`config.mk`:
```
export PLATFORM = sky130hd
export DESIGN_NAME = id_ex_stage
export DESIGN_NICKNAME = d
export VERILOG_FILES = /design/src/rtl/riscv_pkg.sv /design/src/rtl/hazard_unit.sv /design/src/rtl/id_ex_stage.sv
export SDC_FILE = /design/constraint.sdc
export NUM_CORES = 1
export LEC_CHECK = 0
export CAP_MARGIN = 20
export CORE_UTILIZATION = 40
export CTS_BUF_LIST = sky130_fd_sc_hd__clkbuf_2
export CTS_CLUSTER_SIZE = 20
export DETAILED_ROUTE_END_ITERATION = 16
export PLACE_DENSITY = 0.92
export REMOVE_ABC_BUFFERS = 1
export SYNTH_ARGS = -nofsm -noshare
export SYNTH_HDL_FRONTEND = slang
export SYNTH_HIERARCHICAL = 1
export SYNTH_SLANG_ARGS = --single-unit
export TNS_END_PERCENT = 20
```
`constraint.sdc`:
```
create_clock -name clk -period 3.1 [get_ports clk]
set_input_delay 0.31 -clock clk [delete_from_list [all_inputs] [get_ports clk]]
set_output_delay 0.31 -clock clk [all_outputs]
set_load 0.02 [all_outputs]
```
`src/rtl/riscv_pkg.sv`:
```
`default_nettype none
// ============================================================================
// Module      : riscv_pkg
// Description : Shared control bundle, opcodes and instruction field positions.
// Revision    : 1.0 - initial release
// ============================================================================
package riscv_pkg;

    typedef struct packed {
        logic       alu_src;
        logic       mem_to_reg;
        logic       reg_write;
        logic       mem_read;
        logic       mem_write;
        logic [1:0] alu_op;
        logic       branch;
    } ctrl_t;

    localparam logic [6:0] R_TYPE = 7'b0110011;
    localparam logic [6:0] I_TYPE = 7'b0010011;
    localparam logic [6:0] LW     = 7'b0000011;
    localparam logic [6:0] SW     = 7'b0100011;
    localparam logic [6:0] BR     = 7'b1100011;

    localparam int REG_IDX_W  = 5;
    localparam int RD_LSB     = 7;
    localparam int FUNCT3_LSB = 12;
    localparam int RS1_LSB    = 15;
    localparam int RS2_LSB    = 20;
    localparam int FUNCT7_B5  = 30;

endpackage
`default_nettype wire

```
`src/rtl/hazard_unit.sv`:
```
`default_nettype none
// ============================================================================
// Module      : hazard_unit
// Description : Load-use hazard detection between EX and ID; a flush masks it.
// Revision    : 1.0 - initial release
// ============================================================================
module hazard_unit
    import riscv_pkg::*;
(
    input  logic                 i_ex_valid,
    input  logic                 i_ex_mem_read,
    input  logic [REG_IDX_W-1:0] i_ex_rd,
    input  logic                 i_id_valid,
    input  logic [REG_IDX_W-1:0] i_id_rs1,
    input  logic [REG_IDX_W-1:0] i_id_rs2,
    input  logic                 i_id_alu_src,
    input  logic                 i_id_mem_write,
    input  logic                 i_flush,
    output logic                 o_stall
);

    logic w_load_in_ex;
    logic w_rs1_hit;
    logic w_rs2_hit;

    assign w_load_in_ex = i_ex_valid & i_ex_mem_read & (i_ex_rd != '0);
    assign w_rs1_hit    = (i_ex_rd == i_id_rs1);
    // rs2 only matters when it is really read: register ALU operand or store data
    assign w_rs2_hit    = (i_ex_rd == i_id_rs2) & (~i_id_alu_src | i_id_mem_write);

    assign o_stall = w_load_in_ex & i_id_valid & (w_rs1_hit | w_rs2_hit) & ~i_flush;

endmodule
`default_nettype wire

```
`src/rtl/id_ex_stage.sv`:
```
`default_nettype none
// ============================================================================
// Module      : id_ex_stage
// Description : ID/EX pipeline register with load-use bubble insertion,
//               flush squash and a saturating stall counter.
// Revision    : 1.0 - initial release
// ============================================================================
module id_ex_stage
    import riscv_pkg::*;
#(
    parameter int DATA_W = 32,
    parameter int PC_W   = 9,
    parameter int CNT_W  = 16
) (
    input  logic              clk,
    input  logic              reset,
    input  logic              id_valid,
    input  logic [31:0]       id_instr,
    input  logic [PC_W-1:0]   id_pc,
    input  ctrl_t             id_ctrl,
    input  logic [DATA_W-1:0] id_rd1,
    input  logic [DATA_W-1:0] id_rd2,
    input  logic [DATA_W-1:0] id_imm,
    input  logic              flush,
    output logic              stall,
    output logic              ex_valid,
    output ctrl_t             ex_ctrl,
    output logic [PC_W-1:0]   ex_pc,
    output logic [DATA_W-1:0] ex_rd1,
    output logic [DATA_W-1:0] ex_rd2,
    output logic [DATA_W-1:0] ex_imm,
    output logic [4:0]        ex_rs1,
    output logic [4:0]        ex_rs2,
    output logic [4:0]        ex_rd,
    output logic [3:0]        ex_funct,
    output logic [CNT_W-1:0]  stall_cnt
);

    logic [REG_IDX_W-1:0] w_rs1;
    logic [REG_IDX_W-1:0] w_rs2;
    logic [REG_IDX_W-1:0] w_rd;
    logic [3:0]           w_funct;
    logic                 w_stall;
    logic                 w_take;
    logic                 w_unused_instr_bits;

    logic                 r_valid;
    ctrl_t                r_ctrl;
    logic [PC_W-1:0]      r_pc;
    logic [DATA_W-1:0]    r_rd1;
    logic [DATA_W-1:0]    r_rd2;
    logic [DATA_W-1:0]    r_imm;
    logic [4:0]           r_rs1;
    logic [4:0]           r_rs2;
    logic [4:0]           r_rd;
    logic [3:0]           r_funct;
    logic [CNT_W-1:0]     r_stall_cnt;

    assign w_rs1   = id_instr[RS1_LSB +: REG_IDX_W];
    assign w_rs2   = id_instr[RS2_LSB +: REG_IDX_W];
    assign w_rd    = id_instr[RD_LSB +: REG_IDX_W];
    assign w_funct = {id_instr[FUNCT7_B5], id_instr[FUNCT3_LSB +: 3]};
    assign w_unused_instr_bits = ^{id_instr[31], id_instr[29:25], id_instr[6:0]};

    hazard_unit u_hazard_unit (
        .i_ex_valid     (r_valid),
        .i_ex_mem_read  (r_ctrl.mem_read),
        .i_ex_rd        (r_rd),
        .i_id_valid     (id_valid),
        .i_id_rs1       (w_rs1),
        .i_id_rs2       (w_rs2),
        .i_id_alu_src   (id_ctrl.alu_src),
        .i_id_mem_write (id_ctrl.mem_write),
        .i_flush        (flush),
        .o_stall        (w_stall)
    );

    // Only a live, unsquashed, unstalled instruction carries control into EX
    assign w_take = id_valid & ~flush & ~w_stall;

    always_ff @(posedge clk) begin
        if (reset) begin
            r_valid     <= 1'b0;
            r_ctrl      <= '0;
            r_pc        <= '0;
            r_rd1       <= '0;
            r_rd2       <= '0;
            r_imm       <= '0;
            r_rs1       <= '0;
            r_rs2       <= '0;
            r_rd        <= '0;
            r_funct     <= '0;
            r_stall_cnt <= '0;
        end else begin
            r_valid <= w_take;
            r_ctrl  <= w_take ? id_ctrl : '0;
            // Data is held across a stall bubble so the EX view stays stable
            if (!w_stall) begin
                r_pc    <= id_pc;
                r_rd1   <= id_rd1;
                r_rd2   <= id_rd2;
                r_imm   <= id_imm;
                r_rs1   <= w_rs1;
                r_rs2   <= w_rs2;
                r_rd    <= w_rd;
                r_funct <= w_funct;
            end
            if (w_stall && (r_stall_cnt != '1)) begin
                r_stall_cnt <= r_stall_cnt + CNT_W'(1);
            end
        end
    end

    assign stall     = w_stall;
    assign ex_valid  = r_valid;
    assign ex_ctrl   = r_ctrl;
    assign ex_pc     = r_pc;
    assign ex_rd1    = r_rd1;
    assign ex_rd2    = r_rd2;
    assign ex_imm    = r_imm;
    assign ex_rs1    = r_rs1;
    assign ex_rs2    = r_rs2;
    assign ex_rd     = r_rd;
    assign ex_funct  = r_funct;
    assign stall_cnt = r_stall_cnt;

endmodule
`default_nettype wire

```
# == After elaboration in Yosys (flattened, before gate mapping) ==
# Cells that the tools add are included.
# op_classes
bitwise_logic,14
add_sub_neg,1
reduce_logical,3
eq_ne,3
# op_table
cell,n
$add A16 B1 Y16 const B,1
$ne A16 B16 Y1 const B,1
$eq A5 B5 Y1,2
$and A1 B1 Y1,8
$reduce_bool A5 Y1,1
$not A1 Y1,4
$or A1 B1 Y1,2
$reduce_or A2 Y1,1
$logic_and A1 B1 Y1,1
# totals
reg_bits,149
word_cells,38
inputBits,149
output_inout_bits,150

# == Depth between registers and ports, before layout ==
# Gate-level depths: netlist of run 1.
# logic_depth
word_depth,10
depth_mapped,9
ltp_nobuf,8

# == Cells and area by module ==
# Netlist of run 1, hierarchy kept.
# modules_own_cells
mod,n_inst,area_each_um2,seq_area_each_um2,cells_per_inst
id_ex_stage,1,5427.7,2982.9,512
hazard_unit,1,147.6,0.0,19

# == Least setup slack after synthesis of run 1 ==
# No wires, ideal clock.
# synth_path
kind,reg-to-reg
start,"reg r_rd[3], in the netlist ex_rd[3]"
end,"reg r_rd2[10], in the netlist ex_rd2[10]"
required_ns,2.972
path_stages_with_launch,10
t_arrival_ns,2.599
path_buffers,3
slack_ns,0.373
setup_time_ns,0.128
period_less_slack_ns,2.727
cell_sequence,dfxtp_1 xor2_1 nor4_1 nand3_1 a221oi_2 buf_2 buf_2 buf_2 mux2i_1 nor2_1
# synth_via
elab_chain_len,5
word_cells_on_any_way,9
classes_between,2 x eq/ne; 6 x bitwise; 1 x reduce/logical
# synth_rtl
item,line,source
"start, declared",id_ex_stage.sv:55,logic [4:0] r_rd;
"start signal, assigned",id_ex_stage.sv:105,r_rd <= w_rd;
$eq A5 B5 Y1 or $reduce_bool A5 Y1 (tied branches),"hazard_unit.sv:29, hazard_unit.sv:26",
"$and A1 B1 Y1, on equally long branches","hazard_unit.sv:29, hazard_unit.sv:26",
$or A1 B1 Y1 or $and A1 B1 Y1 (tied branches),hazard_unit.sv:31,assign o_stall = w_load_in_ex & i_id_valid & (w_rs1_hit | w_rs2_hit) & ~i_flush;
$and A1 B1 Y1 * (2 in series),hazard_unit.sv:31,
via stall,id_ex_stage.sv:25,"output logic stall,"
"end signal, assigned",id_ex_stage.sv:101,r_rd2 <= id_rd2;
"end, declared",id_ex_stage.sv:51,logic [DATA_W-1:0] r_rd2;
# Mark *: on every way through the listed nets, which the timed path passes. The rest lies on a longest branch.
# A chain may end at the register's enable or synchronous reset.

# == Worst setup path after layout of run 1 ==
# layout_path
start,"reg r_rd[3], in the netlist ex_rd[3]"
end,out stall
# layout_via
elab_chain_len,5
word_cells_on_any_way,9
classes_between,2 x eq/ne; 6 x bitwise; 1 x reduce/logical
# layout_rtl
item,line
$eq A5 B5 Y1 or $reduce_bool A5 Y1 (tied branches),"hazard_unit.sv:29, hazard_unit.sv:26"
"$and A1 B1 Y1, on equally long branches","hazard_unit.sv:29, hazard_unit.sv:26"
$or A1 B1 Y1 or $and A1 B1 Y1 (tied branches),hazard_unit.sv:31
$and A1 B1 Y1 * (2 in series),hazard_unit.sv:31
"end, declared",id_ex_stage.sv:25
# Mark *: on every way between the ends. The rest lies on a longest branch, timed or not.

==> results of run 1 <==
[cell usage in the layout (no fill, tap or decap), types with 3 or more instances in the layout]
master / synthesis / final
nor2b_1: 3 / 3
buf_4: 0 / 8
and4_1: 3 / 3
nand2b_1: 3 / 3
a211oi_1: 3 / 3
o31ai_1: 4 / 4
and2_1: 8 / 8
nor3_1: 6 / 6
clkbuf_2: 0 / 20
inv_1: 3 / 3
clkinvlp_4: 0 / 4
nand3_1: 6 / 6
clkdlybuf4s50_1: 0 / 283
a21oi_1: 7 / 7
nor2_1: 135 / 135
xor2_1: 8 / 8
mux2i_1: 125 / 125
clkinv_2: 0 / 4
dfxtp_1: 149 / 149
or4_1: 4 / 4
nand4_1: 4 / 4
xnor2_1: 3 / 3
[power by group]
| group | total, mW | switching (mW) | internal (mW) |
|---|---|---|---|
| clock network | 1.06 | 0.693 | 0.371 |
| logic | 0.609 | 0.259 | 0.350 |
| registers | 2.06 | 0.0495 | 2.01 |
[registers in the layout (all words and copies together) (netlist names)]
| name | cells |
|---|---|
| ex_rd2 | 32 |
| ex_rs1 | 5 |
| ex_valid | 1 |
| ex_rd | 5 |
| ex_ctrl | 8 |
| ex_funct | 4 |
| ex_pc | 9 |
| ex_imm | 32 |
| ex_rd1 | 32 |
| stall_cnt | 16 |
| ex_rs2 | 5 |
[kinds of logic after synthesis]
family / Yosys count
XOR/XNOR: 11
flip-flops: 149
AND/OR/NAND/NOR: 187
multiplexers: 128
AO/OA/AOI/OAI: 22
adder cells (fa/ha/maj): 1
buffers and inverters: 33
[final cells by class]
class                   instances  area [sq um]
clock buffers                  19          95.1
fillers                      1003          4580
inverters                       3          11.3
repair buffers                293          2920
clock inverters                13           131
multi-input cells             349          2460
well taps                     176           220
flip-flops and latches        149          2980
[worst register-to-register path, stage by stage (launching register included)]
cell	delay [ns]
dfxtp_1	0.42
xor2_1	0.18
nor4_1	0.31
nand3_1	0.18
a221oi_4	0.43
nand3_1	0.27
nor4_2	0.45
a31oi_1	0.15
a211oi_1	0.25
[what timing repair did]
| action | in CTS | in global routing |
|---|---|---|
| resized for setup | 2 | 1 |
| pin swaps | 0 | 0 |
| setup endpoints to repair | 1 | 1 |
[path summary, 6_finish.rpt]
path / from / slack, ns / endpoint
hold / removal: reset / 0.11 / ex_funct[1]$_SDFFE_PP0N_
setup reg to reg: ex_rd[3]$_SDFFE_PP0N_ / 0.37 / stall_cnt[14]$_SDFFE_PP0P_
hold reg to reg: ex_pc[3]$_SDFFE_PP0N_ / 0.52 / ex_pc[3]$_SDFFE_PP0N_
setup / recovery: ex_rd[3]$_SDFFE_PP0N_ / 0.31 / stall
[layer usage]
metal / GRT usage / up-vias / part of all wire
met4: 0.104 / 0 / 0.030
met3: 0.0846 / 33 / 0.090
met2: 0.368 / 204 / 0.49
li1: - / 2383 / -
met5: 0 / - / 0
met1: 0.217 / 2228 / 0.39
[cells in the mapped netlist (2+ instances only)]
| cell type | number | area share |
|---|---|---|
| a211oi_1 | 3 | 0.0040 |
| a21oi_1 | 7 | 0.0063 |
| a31oi_1 | 2 | 0.0022 |
| and2_1 | 8 | 0.0090 |
| and4_1 | 3 | 0.0047 |
| buf_1 | 5 | 0.0034 |
| buf_2 | 14 | 0.013 |
| clkbuf_1 | 11 | 0.0074 |
| dfxtp_1 | 149 | 0.54 |
| inv_1 | 3 | 0.0020 |
| mux2_1 | 2 | 0.0040 |
| mux2i_1 | 125 | 0.22 |
| nand2_1 | 2 | 0.0013 |
| nand2b_1 | 3 | 0.0034 |
| nand3_1 | 6 | 0.0054 |
| nand4_1 | 4 | 0.0045 |
| nor2_1 | 135 | 0.091 |
| nor2b_1 | 3 | 0.0034 |
| nor3_1 | 6 | 0.0054 |
| nor4_1 | 2 | 0.0022 |
| nor4_2 | 2 | 0.0045 |
| o31ai_1 | 4 | 0.0054 |
| or4_1 | 4 | 0.0054 |
| xnor2_1 | 3 | 0.0047 |
| xor2_1 | 8 | 0.013 |
==> summary.md, run 1 <==
| Metric | Value |
|---|---|
| Status | completed |
| Starting Density | 0.416 |
| Pwr Total | 3.73 mW |
| Hpwl dp | around 11000 um |
| Count of cell types in the netlist | 42 |
| Relative slew slack | 0.505 |
| Post-CTS Setup Inserts | 0 |
| # diodes | 0 |
| Post-Synth XOR/XNOR Area | 0.0173 |
| Vias in the first global route | around 4800 |
| Yosys Warn Count | 6 |
| Total wire length | roughly 15000 um |
| Pre-CTS setup slack | approximately 0.019 ns |
| Setup violations, final | 0 |
| Req. time, crit path | 2.79 ns |
| EDFF count, synth | 0 |
| Grt ovf | 0 |
| Worst-Margin Slew | 0.742 ns |
| Reg2reg path depth | 8 |
| Seq/Total Area, Yosys | 0.535 |
| Post-DRT Antenna Nets | 0 |
| Yosys reg bits | 149 |
| Synth Area in Simple Gates | 0.159 |
| CP delay by family, top | simple AND/OR/NAND/NOR gates |
| I/O Buffers | 285 |
| Initial antenna violation count | 0 |
| Worst-path maximum fanout | 6 |
| Fin crit share | 0.900 |
| Synth Area in Compound Gates | 0.0298 |
| Num CTS Buffers | 17 |
| DRC violation total after the first TritonRoute iteration | about 230 |
| Fin Hold WS | approximately 0.11 ns |
| Final slew viol count | 0 |
| Crit end category | output pin |
| Max Fclk | approximately 0.36 GHz |
| Post-layout worst setup margin | a little over 0.3 ns |
| Primary FF master, synth | dfxtp_1 |
| Ys async rst share | 0 |
| Critical Path Stages | 5 |
| Total GRT Usage | 0.211 |
| Max IR drop VDD | 0.000335 V |
| Area delta synth->final | 58.2% |
| WHS Path Cells | 2 |
| CP max-delay cell | a221oi_4 |
| RSZ-0062 raised after global routing | no |
| Die area | between 10000 and 15000 sq um |
| Crit path buf inv count | 1 |
| WL per Instance | between 15 and 20 um |
| Worst Path Arrival | 2.48 ns |
| Post-Synth Adder-Cell Area | 0.00224 |
| Total number of vias | ~4800 |
| CP cell instances | xor2_1, nor4_1, nand3_1, a221oi_4, clkbuf_2 |
| Core area | about 13000 sq um |
| Tmin final | about 2.8 ns |
| Pin count of the biggest net entering global routing | 70 |
| Hold_buf cts | 0 |
| Critical path class | register to output pin |
| # Max-Cap Violations | 0 |
| DIE HEIGHT | ~120 um |
| Layout cells sized above 1 | 0.0605 |
| Setup_tns | 0 ns |
| Placement Rows | 42 |
| Latest clock arrival within the worst-skew pair | just under 0.7 ns |
| Max H-tree Level | 4 |
| Clock sinks | ~150 |
| Placed Instance Area | approximately 8600 sq um |
| Cells after synthesis | approximately 530 |
| P per Cell Area | between 400 and 500 nW/um^2 |
| Skew final | around 0.030 ns |
| Final Hold Fails | 0 |
| Critical path launch point type | register |
| Vias per cell | 4.84 |
| Placed insts | 970 |
| Final Non-Filler Cells | between 1000 and 1500 |
| Final core occ | 0.658 |
| Final std cell area, no fill | about 8800 sq um |
| CTS clk-pin slew, worst paths | between 0.2 and 0.25 ns |
| First-pass GRT wire length | 23700 um |
| CP max stage delay | ~0.43 ns |
| Hold crit path type | input port to register |
| Drt drc | 0 |
| Die W | 120 um |
| CTS tree | done |
| Drt first pass iters | 4 |
| Leakage | 3.16 nW |
| CTS Buffer Depth | 2 |
| IO Count | 299 |
| GPL Wtd Cong | ~0.82 |
| Synthesized cell area | 5580 sq um |
| Main combinational cell family by area after synthesis | multiplexers |
| Portion of netlist area occupied by mux cells | 0.231 |
| Number of nets in the layout | 963 |
| Cell at the root of the clock tree | clkbuf_2 |
| Syn avg cell area | 10.5 sq um |
No activity file was read; power rests on OpenSTA's default activity.
==> run 2: changes to the inputs <==
--- a/config.mk
+++ b/config.mk
@@ -6,11 +6,11 @@
 export NUM_CORES = 1
 export LEC_CHECK = 0
 export CAP_MARGIN = 20
-export CORE_UTILIZATION = 40
+export CORE_UTILIZATION = 36
 export CTS_BUF_LIST = sky130_fd_sc_hd__clkbuf_2
 export CTS_CLUSTER_SIZE = 20
 export DETAILED_ROUTE_END_ITERATION = 16
-export PLACE_DENSITY = 0.92
+export PLACE_DENSITY = 0.83
 export REMOVE_ABC_BUFFERS = 1
 export SYNTH_ARGS = -nofsm -noshare
 export SYNTH_HDL_FRONTEND = slang
==> constraint.sdc (replaced) <==
create_clock -name clk -period 2.5 [get_ports clk]
set_input_delay 0.25 -clock clk [delete_from_list [all_inputs] [get_ports clk]]
set_output_delay 0.25 -clock clk [all_outputs]
set_load 0.02 [all_outputs]
==> summary.md, run 2 (synthesized netlist as in run 1, its figures left out) <==
| Metric | Value |
|---|---|
| Drt first pass iters | 5 (was 4) |
| Max H-tree Level | 4 (unchanged) |
| Max IR drop VDD | 0.000417 V (was 0.000335 V) |
| RSZ-0062 raised after global routing | yes (was no) |
| Skew final | 0.0467 ns (was 0.0298 ns) |
| Req. time, crit path | 3.16 ns (was 2.79 ns) |
| CP max-delay cell | or4_1 (was a221oi_4) |
| DIE HEIGHT | 126 um (was 120 um) |
| DRC violation total after the first TritonRoute iteration | 255 (was 234) |
| CTS Buffer Depth | 2 (unchanged) |
| CP max stage delay | 0.41 ns (was 0.43 ns) |
| Grt ovf | 0 (unchanged) |
| GPL Wtd Cong | 0.810 (was 0.816) |
| Final slew viol count | 0 (unchanged) |
| First-pass GRT wire length | 27200 um (was 23700 um) |
| Total number of vias | 5389 (was 4848) |
| Die area | 16000 sq um (was 14400 sq um) |
| Most frequent cells in the layout | 283 x clkdlybuf4s50_1, 147 x dfxtp_1, 133 x nor2_1 (was 283 x clkdlybuf4s50_1, 149 x dfxtp_1, 135 x nor2_1) |
| Hpwl dp | 11100 um (was 11200 um) |
| Pin count of the biggest net entering global routing | 72 (was 70) |
| Post-layout worst setup margin | -0.144 ns (was 0.310 ns) |
| Final std cell area, no fill | 10000 sq um (was 8820 sq um) |
| Cell at the root of the clock tree | clkbuf_2 (unchanged) |
| Initial antenna violation count | 1 (was 0) |
| P per Cell Area | 481 nW/um^2 (was 423 nW/um^2) |
| Die W | 126 um (was 120 um) |
| Worst Path Arrival | 3.30 ns (was 2.48 ns) |
| Area delta synth->final | 79.4% (was 58.2%) |
| Layout cells sized above 1 | 0.0991 (was 0.0605) |
| Hold crit path type | input port to register (unchanged) |
| Clock sinks | 149 (unchanged) |
| Latest clock arrival within the worst-skew pair | 0.75 ns (was 0.69 ns) |
| Worst-path maximum fanout | 4 (was 6) |
| Most common cell after layout, fill and taps aside | clkdlybuf4s50_1 (unchanged) |
| I/O Buffers | 285 (unchanged) |
| Final Hold Fails | 0 (unchanged) |
| CTS clk-pin slew, worst paths | 0.25 ns (was 0.23 ns) |
| # Max-Cap Violations | 0 (unchanged) |
| Total wire length | 18500 um (was 15200 um) |
| Met1 GRT Util | 0.229 (was 0.217) |
| GR peak layer | met2 (unchanged) |
| Final core occ | 0.661 (was 0.658) |
| Number of nets in the layout | 1065 (was 963) |
| Relative slew slack | 0.682 (was 0.505) |
| Starting Density | 0.368 (was 0.416) |
| Met2 GRT Util | 0.388 (was 0.368) |
| Vias per cell | 4.82 (was 4.84) |
| Drt drc | 0 (unchanged) |
| Setup violations, final | 52 (was 0) |
| Vias in the first global route | 5404 (was 4844) |
| WL per Instance | 16.6 um (was 15.2 um) |
| CP cell instances | xor2_1, nor4_2, nand3_1, a221oi_4, buf_4, buf_6, and4_4, o211ai_1, or4_1, a21oi_1 (was xor2_1, nor4_1, nand3_1, a221oi_4, clkbuf_2) |
| Leakage | 3.69 nW (was 3.16 nW) |
| Post-DRT Antenna Nets | 0 (unchanged) |
| CTS tree | done (unchanged) |
| Critical path class | register to register (was register to output pin) |
| Total GRT Usage | 0.219 (was 0.211) |
| Tmin final | ~2.6 ns |
| Violated checks | setup timing |
| Num CTS Buffers | 17 (unchanged) |
| Pwr Total | 4.81 mW (was 3.73 mW) |
| Pre-CTS setup slack | -0.472 ns (was 0.0186 ns) |
| Placement Rows | 45 (was 42) |
| Placed Instance Area | 8770 sq um (was 8600 sq um) |
| Fin crit share | 1.06 |
| Status | complete, but fails checks (was completed) |
| Worst-Margin Slew | 0.477 ns (was 0.742 ns) |
| Crit end category | register (was output pin) |
| Critical path launch point type | register (unchanged) |
| Core area | 15100 sq um (was 13400 sq um) |
| Routing usage on met3 | 0.0852 (was 0.0846) |
| Max Fclk | approximately 0.38 GHz |
| IO Count | 299 (unchanged) |
==> run 2: final cells by class <==
type / count / area, sq um
multi-input combinational: 349 / 2570
tap: 188 / 235
inverter: 3 / 11.3
timing repair buffer: 395 / 3970
antenna: 1 / 2.50
clock inverter: 14 / 141
fill: 1161 / 5140
clock buffer: 18 / 90.1
sequential: 149 / 2990
==> run 2: worst paths after layout <==
kind	start	slack [ns]	cells past startpoint	endpoint
min reg2reg	ex_rd1[29]$_SDFFE_PP0N_	0.52	2	ex_rd1[29]$_SDFFE_PP0N_
max reg2reg	ex_rd[3]$_SDFFE_PP0N_	-0.14	10	stall_cnt[13]$_SDFFE_PP0P_
min	id_rd2[24]	0.10	3	ex_rd2[24]$_SDFFE_PP0N_
max	ex_rd[3]$_SDFFE_PP0N_	-0.14	10	stall_cnt[13]$_SDFFE_PP0P_
==> run 2: repair_timing <==
action | CTS | global route
pin swaps | 3 | 10
hold endpoints to repair | 110 | 0
endpoints found under the setup margin | 32 | 123
cloned | 0 | 3
hold buffers | 77 | 0
gates resized for setup | 13 | 21
setup buffers | 1 | 2
==> run 2: worst max-delay path: cells and delay by family (launching register included) <==
family	cells	cell delay [ns]
compound gates	3	0.64
xor+xnor	1	0.17
buf+inv	2	0.28
flops	1	0.38
simple gates	4	1.11
==> run 2: per-layer routing <==
layer	part of all wire	up-vias
met3	0.081	34
met4	0.028	0
met2	0.51	216
met1	0.38	2542
met5	0	-
li1	-	2597
==> run 2: report_power, final <==
group          switching, mW  total [mW]  internal (mW)
combinational          0.366       0.891          0.525
clock                  0.974        1.37          0.393
sequential            0.0628        2.56           2.49
total                   1.40        4.81           3.41
==> run 2: stage by stage <==
stage               instances  hold slack [ns]  TNS [ns]
floorplan                 501            0.319  -1084.02
global placement         1001            0.472    -40.57
detailed placement       1001            0.482    -40.91
CTS                      1111         0.000157     -2.90
global route             1117           0.0189    -12.60
finish                   1117            0.103     -2.28
